`src/rtl/spi_ram_pkg.sv`:
```
// -----------------------------------------------------------------------------
// spi_ram_pkg
// Shared types for the SPI-slave-to-RAM bridge: the 2-bit frame command codes
// and the bridge FSM states.
// -----------------------------------------------------------------------------
package spi_ram_pkg;

   localparam int CMD_W = 2;

   typedef enum logic [CMD_W-1:0] {
      CMD_WR_ADDR = 2'b00,
      CMD_WR_DATA = 2'b01,
      CMD_RD_ADDR = 2'b10,
      CMD_RD_DATA = 2'b11
   } cmd_e;

   typedef enum logic [2:0] {
      IDLE,
      RX,
      EXEC,
      TX,
      DONE
   } state_e;

endpackage

```
`src/rtl/spi_ram_mem.sv`:
```
// -----------------------------------------------------------------------------
// spi_ram_mem
// Word-wide RAM with one write port and one synchronous read port.
// Ports:
//   clk      in   clock
//   we_i     in   write enable
//   waddr_i  in   write address
//   wdata_i  in   write data
//   raddr_i  in   read address
//   rdata_o  out  registered read data (mem[raddr_i] from the previous edge)
// -----------------------------------------------------------------------------
module spi_ram_mem #(
   parameter  int DATA_WIDTH = 8,
   parameter  int MEM_DEPTH  = 256,
   localparam int ADDR_WIDTH = $clog2(MEM_DEPTH)
) (
   input  logic                  clk,
   input  logic                  we_i,
   input  logic [ADDR_WIDTH-1:0] waddr_i,
   input  logic [DATA_WIDTH-1:0] wdata_i,
   input  logic [ADDR_WIDTH-1:0] raddr_i,
   output logic [DATA_WIDTH-1:0] rdata_o
);

   logic [DATA_WIDTH-1:0] mem_q [MEM_DEPTH];
   logic [DATA_WIDTH-1:0] rdata_q;

   // NOTE: the array has no reset so it maps onto RAM macros; unwritten
   // locations read back as undefined data.
   always_ff @(posedge clk) begin
      if (we_i) begin
         mem_q[waddr_i] <= wdata_i;
      end
      rdata_q <= mem_q[raddr_i];
   end

   assign rdata_o = rdata_q;

endmodule

```
`src/rtl/spi_ram_bridge.sv`:
```
// -----------------------------------------------------------------------------
// spi_ram_bridge
// SPI slave that loads write/read pointers, writes words and reads words back
// from an internal RAM. Frame = cmd[1:0] then payload[DATA_WIDTH-1:0], MSB
// first. Both pointers auto-increment and wrap silently.
// Optional feature: define SPI_RAM_BURST_EN to accept back-to-back frames
// within a single SS_n assertion; otherwise the FSM parks in DONE after each
// frame until SS_n is released.
// Ports:
//   clk    in   system clock; MOSI/SS_n sampled on the rising edge
//   rst    in   asynchronous active-high reset
//   MOSI   in   serial data in, MSB first
//   SS_n   in   slave select, active low
//   MISO   out  registered serial read data, MSB first, 0 outside TX
//   busy   out  high whenever the FSM is not IDLE
//   abort  out  one-cycle pulse when SS_n cuts a frame short
// -----------------------------------------------------------------------------
module spi_ram_bridge
   import spi_ram_pkg::*;
#(
   parameter int DATA_WIDTH = 8,
   parameter int MEM_DEPTH  = 256
) (
   input  logic clk,
   input  logic rst,
   input  logic MOSI,
   input  logic SS_n,
   output logic MISO,
   output logic busy,
   output logic abort
);

   localparam int ADDR_WIDTH = $clog2(MEM_DEPTH);
   localparam int FRAME_W    = DATA_WIDTH + CMD_W;
   localparam int CNT_W      = $clog2(FRAME_W + 1);

   state_e                state_q,  state_d;
   logic [FRAME_W-1:0]    rx_sr_q,  rx_sr_d;
   logic [CNT_W-1:0]      cnt_q,    cnt_d;
   logic [ADDR_WIDTH-1:0] wr_ptr_q, wr_ptr_d;
   logic [ADDR_WIDTH-1:0] rd_ptr_q, rd_ptr_d;
   logic [DATA_WIDTH-1:0] tx_sr_q,  tx_sr_d;
   logic                  miso_q,   miso_d;
   logic                  abort_q,  abort_d;

   logic                  mem_we;
   logic [DATA_WIDTH-1:0] mem_rdata;
   logic [DATA_WIDTH-1:0] tx_shift;
   cmd_e                  cmd;
   logic [DATA_WIDTH-1:0] payload;

   assign cmd      = cmd_e'(rx_sr_q[FRAME_W-1 -: CMD_W]);
   assign payload  = rx_sr_q[DATA_WIDTH-1:0];
   assign tx_shift = tx_sr_q << 1;

   // The read port always tracks rd_ptr, so by EXEC the word at rd_ptr is
   // already sitting on mem_rdata. Read data only feeds tx_sr/MISO, never
   // the FSM, so undefined RAM contents cannot corrupt control flow.
   spi_ram_mem #(
      .DATA_WIDTH (DATA_WIDTH),
      .MEM_DEPTH  (MEM_DEPTH)
   ) u_mem (
      .clk     (clk),
      .we_i    (mem_we),
      .waddr_i (wr_ptr_q),
      .wdata_i (payload),
      .raddr_i (rd_ptr_q),
      .rdata_o (mem_rdata)
   );

   // NOTE: every signal gets its default before the case statement, so no
   // path through this block can leave one unassigned and infer a latch.
   always_comb begin
      state_d  = state_q;
      rx_sr_d  = rx_sr_q;
      cnt_d    = cnt_q;
      wr_ptr_d = wr_ptr_q;
      rd_ptr_d = rd_ptr_q;
      tx_sr_d  = tx_sr_q;
      miso_d   = 1'b0;
      abort_d  = 1'b0;
      mem_we   = 1'b0;

      case (state_q)
         IDLE: begin
            cnt_d = '0;
            if (!SS_n) state_d = RX;
         end

         RX: begin
            if (SS_n) begin
`ifdef SPI_RAM_BURST_EN
               // Releasing SS_n between burst frames is a clean end.
               if (cnt_q == '0) begin
                  state_d = DONE;
               end else begin
                  state_d = IDLE;
                  abort_d = 1'b1;
               end
`else
               state_d = IDLE;
               abort_d = 1'b1;
`endif
               cnt_d = '0;
            end else begin
               rx_sr_d = {rx_sr_q[FRAME_W-2:0], MOSI};
               cnt_d   = cnt_q + CNT_W'(1);
               if (cnt_q == CNT_W'(FRAME_W - 1)) begin
                  state_d = EXEC;
                  cnt_d   = '0;
               end
            end
         end

         EXEC: begin
            // The command's action completes even if SS_n rises here.
            case (cmd)
               CMD_WR_ADDR: wr_ptr_d = payload[ADDR_WIDTH-1:0];
               CMD_WR_DATA: begin
                  mem_we   = 1'b1;
                  wr_ptr_d = wr_ptr_q + ADDR_WIDTH'(1);
               end
               CMD_RD_ADDR: rd_ptr_d = payload[ADDR_WIDTH-1:0];
               CMD_RD_DATA: begin
                  tx_sr_d  = mem_rdata;
                  rd_ptr_d = rd_ptr_q + ADDR_WIDTH'(1);
               end
               default: ;
            endcase
            cnt_d = '0;
            if (SS_n) begin
               state_d = IDLE;
               abort_d = 1'b1;
            end else if (cmd == CMD_RD_DATA) begin
               state_d = TX;
               miso_d  = mem_rdata[DATA_WIDTH-1];
            end else begin
`ifdef SPI_RAM_BURST_EN
               state_d = RX;
`else
               state_d = DONE;
`endif
            end
         end

         TX: begin
            if (SS_n) begin
               state_d = IDLE;
               abort_d = 1'b1;
               cnt_d   = '0;
            end else if (cnt_q == CNT_W'(DATA_WIDTH - 1)) begin
`ifdef SPI_RAM_BURST_EN
               state_d = RX;
`else
               state_d = DONE;
`endif
               cnt_d = '0;
            end else begin
               tx_sr_d = tx_shift;
               miso_d  = tx_shift[DATA_WIDTH-1];
               cnt_d   = cnt_q + CNT_W'(1);
            end
         end

         DONE: begin
            if (SS_n) state_d = IDLE;
         end

         default: state_d = IDLE;
      endcase
   end

   // NOTE: state registers use non-blocking assignments so every flop
   // samples the pre-edge value of every other flop.
   always_ff @(posedge clk or posedge rst) begin
      if (rst) begin
         state_q  <= IDLE;
         rx_sr_q  <= '0;
         cnt_q    <= '0;
         wr_ptr_q <= '0;
         rd_ptr_q <= '0;
         tx_sr_q  <= '0;
         miso_q   <= 1'b0;
         abort_q  <= 1'b0;
      end else begin
         state_q  <= state_d;
         rx_sr_q  <= rx_sr_d;
         cnt_q    <= cnt_d;
         wr_ptr_q <= wr_ptr_d;
         rd_ptr_q <= rd_ptr_d;
         tx_sr_q  <= tx_sr_d;
         miso_q   <= miso_d;
         abort_q  <= abort_d;
      end
   end

   assign MISO  = miso_q;
   assign busy  = (state_q != IDLE);
   assign abort = abort_q;

endmodule
```
`config.mk`:
```
export PLATFORM = sky130hd
export DESIGN_NAME = spi_ram_bridge
export DESIGN_NICKNAME = d
export VERILOG_FILES = /design/src/rtl/spi_ram_pkg.sv /design/src/rtl/spi_ram_mem.sv /design/src/rtl/spi_ram_bridge.sv
export SDC_FILE = /design/constraint.sdc
export NUM_CORES = 2
export LEC_CHECK = 0
export CORE_ASPECT_RATIO = 0.75
export CORE_UTILIZATION = 50
export DETAILED_ROUTE_END_ITERATION = 10
export PLACE_DENSITY = 0.72
export SLEW_MARGIN = 20
export SYNTH_ARGS = -nofsm -noshare
export SYNTH_HDL_FRONTEND = slang
export SYNTH_SLANG_ARGS = --single-unit
```
`constraint.sdc`:
```
create_clock -name clk -period 5.3 [get_ports clk]
set_clock_uncertainty 0.15 [all_clocks]
set_input_delay 1.06 -clock clk [delete_from_list [all_inputs] [get_ports clk]]
set_output_delay 1.06 -clock clk [all_outputs]
set_load 0.02 [all_outputs]
```
# Word-level counts from Yosys, hierarchy flattened
# Memories as Yosys holds them, arrays and structs flattened. A register that Yosys moved wholly into a read port is not among the register bits.
# Cells that the tools add are included.
[word_totals] register_bits=42 mem_bits_rw=2048 inputBits=4 output_inout_bits=3 wordCells=74 n_memories=1
[op_classes] add_sub_neg=3 n_eq_ne=16 muxes=31 bitwise_logic=1 n_reduce_logical=14
[mem_list] name="u_mem.mem_q" words=256 width=8 rd=1 rd_clocked_by_memory_dff=1 wr=1 line_no="spi_ram_mem.sv:25" rtl="logic [DATA_WIDTH-1:0] mem_q [MEM_DEPTH];"
[ops] operator="$pmux 8 s2" n=2
[ops] operator="$mux 3" n=8
[ops] operator="$mux 7" n=3
[ops] operator="$add 8x1->8 const B" n=2
[ops] operator="$mux 4" n=4
[ops] operator="$pmux 3 s5" n=1
[ops] operator="$pmux 7 s2" n=1
[ops] operator="$pmux 4 s3" n=1
[ops] operator="$mux 1" n=10
[ops] operator="$ne 2x2->1 const B" n=5
[ops] operator="$reduce_and 4->1" n=2
[ops] operator="$eq 3x2->1 const B" n=2
[ops] operator="$ne 3x3->1 const B" n=2
[ops] operator="$reduce_and 2->1" n=3
[ops] operator="$reduce_bool 2->1" n=3
[ops] operator="$reduce_bool 3->1" n=2
[ops] operator="$add 4x1->4 const B" n=1
[ops] operator="$eq 2x2->1 const B" n=2
[ops] operator="$eq 4x3->1 const B" n=1
[ops] operator="$eq 4x4->1 const B" n=1
[ops] operator="$eq 3x1->1 const B" n=1
[ops] operator="$eq 3x3->1 const B" n=1
[ops] operator="$logic_not 3->1" n=1
[ops] operator="$reduce_or 3->1" n=1
[ops] operator="5 further kinds" n=5

# Longest topological paths before layout
[depth] depth_word=5 depth_mapped=11 ltp_nobuf=8

# By module
# From an unflattened synthesis, not the netlist that was laid out.
[unflattened] cells_unflattened=3951 area_unflattened_um2=81892.3
[modules_own_cells] module="spi_ram_mem" n_inst=1 cells_each=3733 area_per_inst_um2=79556.3 seq_area_each_um2=61659.1
[modules_own_cells] module="spi_ram_bridge" n_inst=1 cells_each=218 area_per_inst_um2=2336.0 seq_area_each_um2=1051.0

# Worst setup path after synthesis
# Ideal clock, no wire load.
[synth_path] path_type="flip-flop to flip-flop" start="reg rx_sr_q[2]" end="mem u_mem.mem_q[0][2], data pin" setup_ps=811 arrival_ps=3221 t_required_ps=4339 setup_slack_ps=1118 path_stages_with_launch=1 n_path_buf=0 period_less_slack_ps=4182 cell_sequence="dfrtp_1"
[synth_rtl] item="start: declaration" line_no="spi_ram_bridge.sv:38" rtl="logic [FRAME_W-1:0] rx_sr_q, rx_sr_d;"
[synth_rtl] item="start signal: assignment" line_no="spi_ram_bridge.sv:187" rtl="rx_sr_q <= rx_sr_d;"
[synth_rtl] item="end: declaration" line_no="spi_ram_mem.sv:25"
# Straight into the memory's write port.

# Worst setup path in the final report
[layout_path] start="reg state_q[0]" end="mem u_mem.mem_q[13][7], enable pin"
[layout_via] elab_chain_cells=4
[layout_lines] item="start: declaration" line_no="spi_ram_bridge.sv:37" rtl="state_e state_q, state_d;"
[layout_lines] item="start signal: assignment" line_no="spi_ram_bridge.sv:186" rtl="state_q <= state_d;"
[layout_lines] item="$eq 3x2->1" line_no="spi_ram_bridge.sv:84" rtl="case (state_q)"
[layout_lines] item="$mux 1" line_no="spi_ram_bridge.sv:84"
[layout_lines] item="$mux 1" line_no="spi_ram_mem.sv:31" rtl="if (we_i) begin"
[layout_lines] item="$mux 1 (not written as such)" line_no="spi_ram_mem.sv:32" rtl="mem_q[waddr_i] <= wdata_i;"
# Every way passes these cells.

==> summary.txt <==
Layout
  – Most frequent cells in the layout: 2048 x edfxtp_1, 440 x mux4_2, 304 x nor2_1
  – Fill count: 11904
  – FF+latch area: 62800 µm²
  – Commonest non-fill, non-tap cell in the layout: edfxtp_1
  – Layout cells sized above 1: 20.4%
  – P&R area growth vs syn: 10.3%
  – Multi-input logic area: between 15000 and 20000 µm²
  – Post-layout net count: 4101

GRT
  – First-pass GRT wire length: 280000 µm
  – Number of global-route vias before repair: 40270
  – Gr usage total: 23.3%
  – Total grt overflow: 0
  – Antenna violations before repair: 6
  – Largest net degree at the start of global routing: 132

Yosys
  – Number of distinct library cells after synthesis: between 60 and 70
  – Ys Warns: 0
  – Post-synthesis cell area: 81800 µm²
  – Most used DFF post-synth: edfxtp_1
  – Post-synthesis cell count: ~4000
  – Syn nets: slightly above 4000
  – Seq/Total Area, Yosys: 76.7%
  – Post-synth EDFFs: 2048
  – Avg Inst Size Synth: ~20 µm²
  – #FFs+latches synth: 2098
  – Share of flip-flops with an asynchronous set or reset: 2.00%

Worst setup path
  – CP startpoint kind: flop
  – Crit path cell chain: nand2b_1 > nor3_2 > buf_4 > and2_1 > nand4_1 > buf_4 > nor2_1
  – Kind of critical path: flop to flop
  – Slowest cell delay on critical path: around 950 ps
  – Worst Path Required: 5580 ps
  – Largest delay share family, worst path: simple AND/OR/NAND/NOR gates
  – Crit-path slowest cell: nand4_1
  – Crit path arrival time: around 4800 ps
  – Buf+Inv Stages, Crit Path: 2
  – Setup crit end kind: flop
  – Worst-path maximum fanout: 18
  – Cell mode on critical path: buf_4

CTS
  – CTS Buf Count: around 190
  – Deepest clock path buffer count: 3
  – Hold buffers post-CTS: 0
  – H-tree levels: 4
  – Clock latency on the worst-skew pair: 830 ps
  – Clk pin slew, worst setup/hold paths: 60 ps
  – Clock sinks: 2098
  – Post-CTS Resized: 0
  – Post-CTS Setup Inserts: 0
  – Root Buffer: clkbuf_16
  – CTS tree: yes

Outcome
  – Status: complete, no violations

Die
  – I/O pin cnt: 7
  – Die ar.: 165000 µm²
  – Initial cell density of the core: between 50% and 60%
  – Die Y: 352 µm
  – Rows: 128
  – DIE WIDTH: 469 µm
  – Core region area: 162000 µm²

Timing
  – Setup TNS: 0 ps
  – Worst-Margin Slew: 1210 ps
  – Fin. Hold Viols: 0
  – Tmin final: about 4500 ps
  – Fin. max-slew vios: 0
  – Final hold slack: 321 ps
  – RSZ-0062 raised after global routing: no
  – Fmax: between 200 and 250 MHz
  – Setup Viol. Count Final: 0
  – Slew margin rel.: 19.1%
  – Fin crit share: 84.4%

Power and ir drop
  – Max rail drop VDD: ~0.48 mV
  – P per Cell Area: 493 nW/µm²
  – P_leak: 0.0271 µW

Route
  – Via count: 41056
  – Pre-Repair DR Iteration Count: 7
  – Vias per Instance: around 6.4
  – DRC: 0
  – Total Wirelength: 191000 µm
  – 1st-iter DRT viols: 5871
  – Routed len/inst: 30.0 µm
  – DRT antenna net count: 0

Run
  – # Max-Cap Violations: 0

Min path
  – Hold crit path type: flop to flop

Place
  – Placer Congestion: 0.879
  – PortBufs: 6
  – Hpwl dp: 114000 µm
==> report_power, final <==
part | internal, µW | switching, µW | total, µW
registers | 20600 | 880 | 21400
logic | 3320 | 6540 | 9850
clock network | 7250 | 5910 | 13200
total | 31100 | 13300 | 44500
==> worst paths after layout <==
path	startpoint	end	slack, ps	depth (start not counted)
max in group asynchronous	rst	rd_ptr_q[1]$_DFFE_PP0P_	3590	2
min in group asynchronous	rst	abort$_DFF_PP0_	630	2
setup / recovery	state_q[0]$_DFFE_PP0P_	u_mem.mem_q[13][7]$_DFFE_PP_	830	7
hold reg to reg	u_mem.rdata_o[0]$_DFF_P_	tx_sr_q[0]$_DFFE_PP0P_	320	2
setup reg to reg	state_q[0]$_DFFE_PP0P_	u_mem.mem_q[13][7]$_DFFE_PP_	830	7
hold / removal	u_mem.rdata_o[0]$_DFF_P_	tx_sr_q[0]$_DFFE_PP0P_	320	2
==> cells by family after synthesis <==
group	share of synthesized area, %
compound gates	4.40
fa+ha+maj	0.107
buf+inv	1.84
flops	76.7
mux	13.8
simple gates	3.15
==> worst reg2reg max path: stages (launching register included) <==
cell and delay [ps]:
dfrtp_1 540, nand2b_1 270, nor3_2 130, buf_4 240, and2_1 510, nand4_1 950, buf_4 570, nor2_1 710
==> cell usage after synthesis, types with 8 or more instances <==
master / instances / area share [%]
o21ai_0: 56 / 0.34
dfrtp_1: 42 / 1.3
o22a_1: 8 / 0.086
o21bai_1: 8 / 0.073
mux2_2: 10 / 0.14
nand2_1: 103 / 0.47
nor2_1: 306 / 1.4
nor4_1: 9 / 0.069
o21a_1: 8 / 0.073
a22oi_1: 144 / 1.3
a21o_1: 17 / 0.16
buf_6: 24 / 0.33
a21oi_1: 75 / 0.46
inv_1: 10 / 0.046
edfxtp_1: 2048 / 75
nand3_1: 37 / 0.23
o221ai_1: 31 / 0.33
o211ai_1: 8 / 0.073
a2111oi_0: 8 / 0.086
buf_12: 8 / 0.20
a211oi_1: 58 / 0.53
nor2b_1: 29 / 0.22
a31oi_1: 9 / 0.069
mux2i_1: 130 / 1.6
dfxtp_1: 8 / 0.20
buf_1: 12 / 0.055
o2bb2ai_1: 8 / 0.086
a221oi_1: 8 / 0.086
clkbuf_1: 122 / 0.56
a22o_1: 32 / 0.34
mux4_2: 440 / 12
o22ai_1: 27 / 0.21
buf_4: 27 / 0.25
nor3_1: 29 / 0.18
buf_2: 62 / 0.38
==> registers in the layout, indices dropped and copies added, names as in the netlist, 3 cells and up <==
name and flops:
cnt_q 4, rd_ptr_q 8, rx_sr_q 10, state_q 3, tx_sr_q 7, u_mem.mem_q 2048, u_mem.rdata_o 8, wr_ptr_q 8
==> layout make-up <==
cell class                 instances  area share, %
sequential                      2098           69.5
multi-input combinational       1670           19.6
antenna                            2        0.00555
timing repair buffer             123           1.41
clock buffer                     248           5.61
clock inverter                    87          0.842
inverter                          10         0.0416
tap                             2145           2.97
==> through the flow <==
step | worst slack (ps) | total power (µW) | instances | util [%] | instance area [µm²]
after floorplan | 1120 | 28100 | 4035 | - | 81800
after global placement | 1010 | 31300 | 6041 | 51.9 | 84300
after detailed placement | 969 | 31500 | 6041 | 51.9 | 84300
after CTS | 938 | 44400 | 6376 | 55.5 | 90100
after global routing | 801 | 45800 | 6382 | 55.6 | 90200
final | 827 | 44500 | 6383 | 55.6 | 90200
==> layer usage <==
layer  wire length [µm]  GRT usage, %
met5                 77             0
met4               4790          6.55
met3              21100          5.66
met2              85400          32.9
met1              80100          36.1
Note: power is estimated with default switching activity, not from simulation.
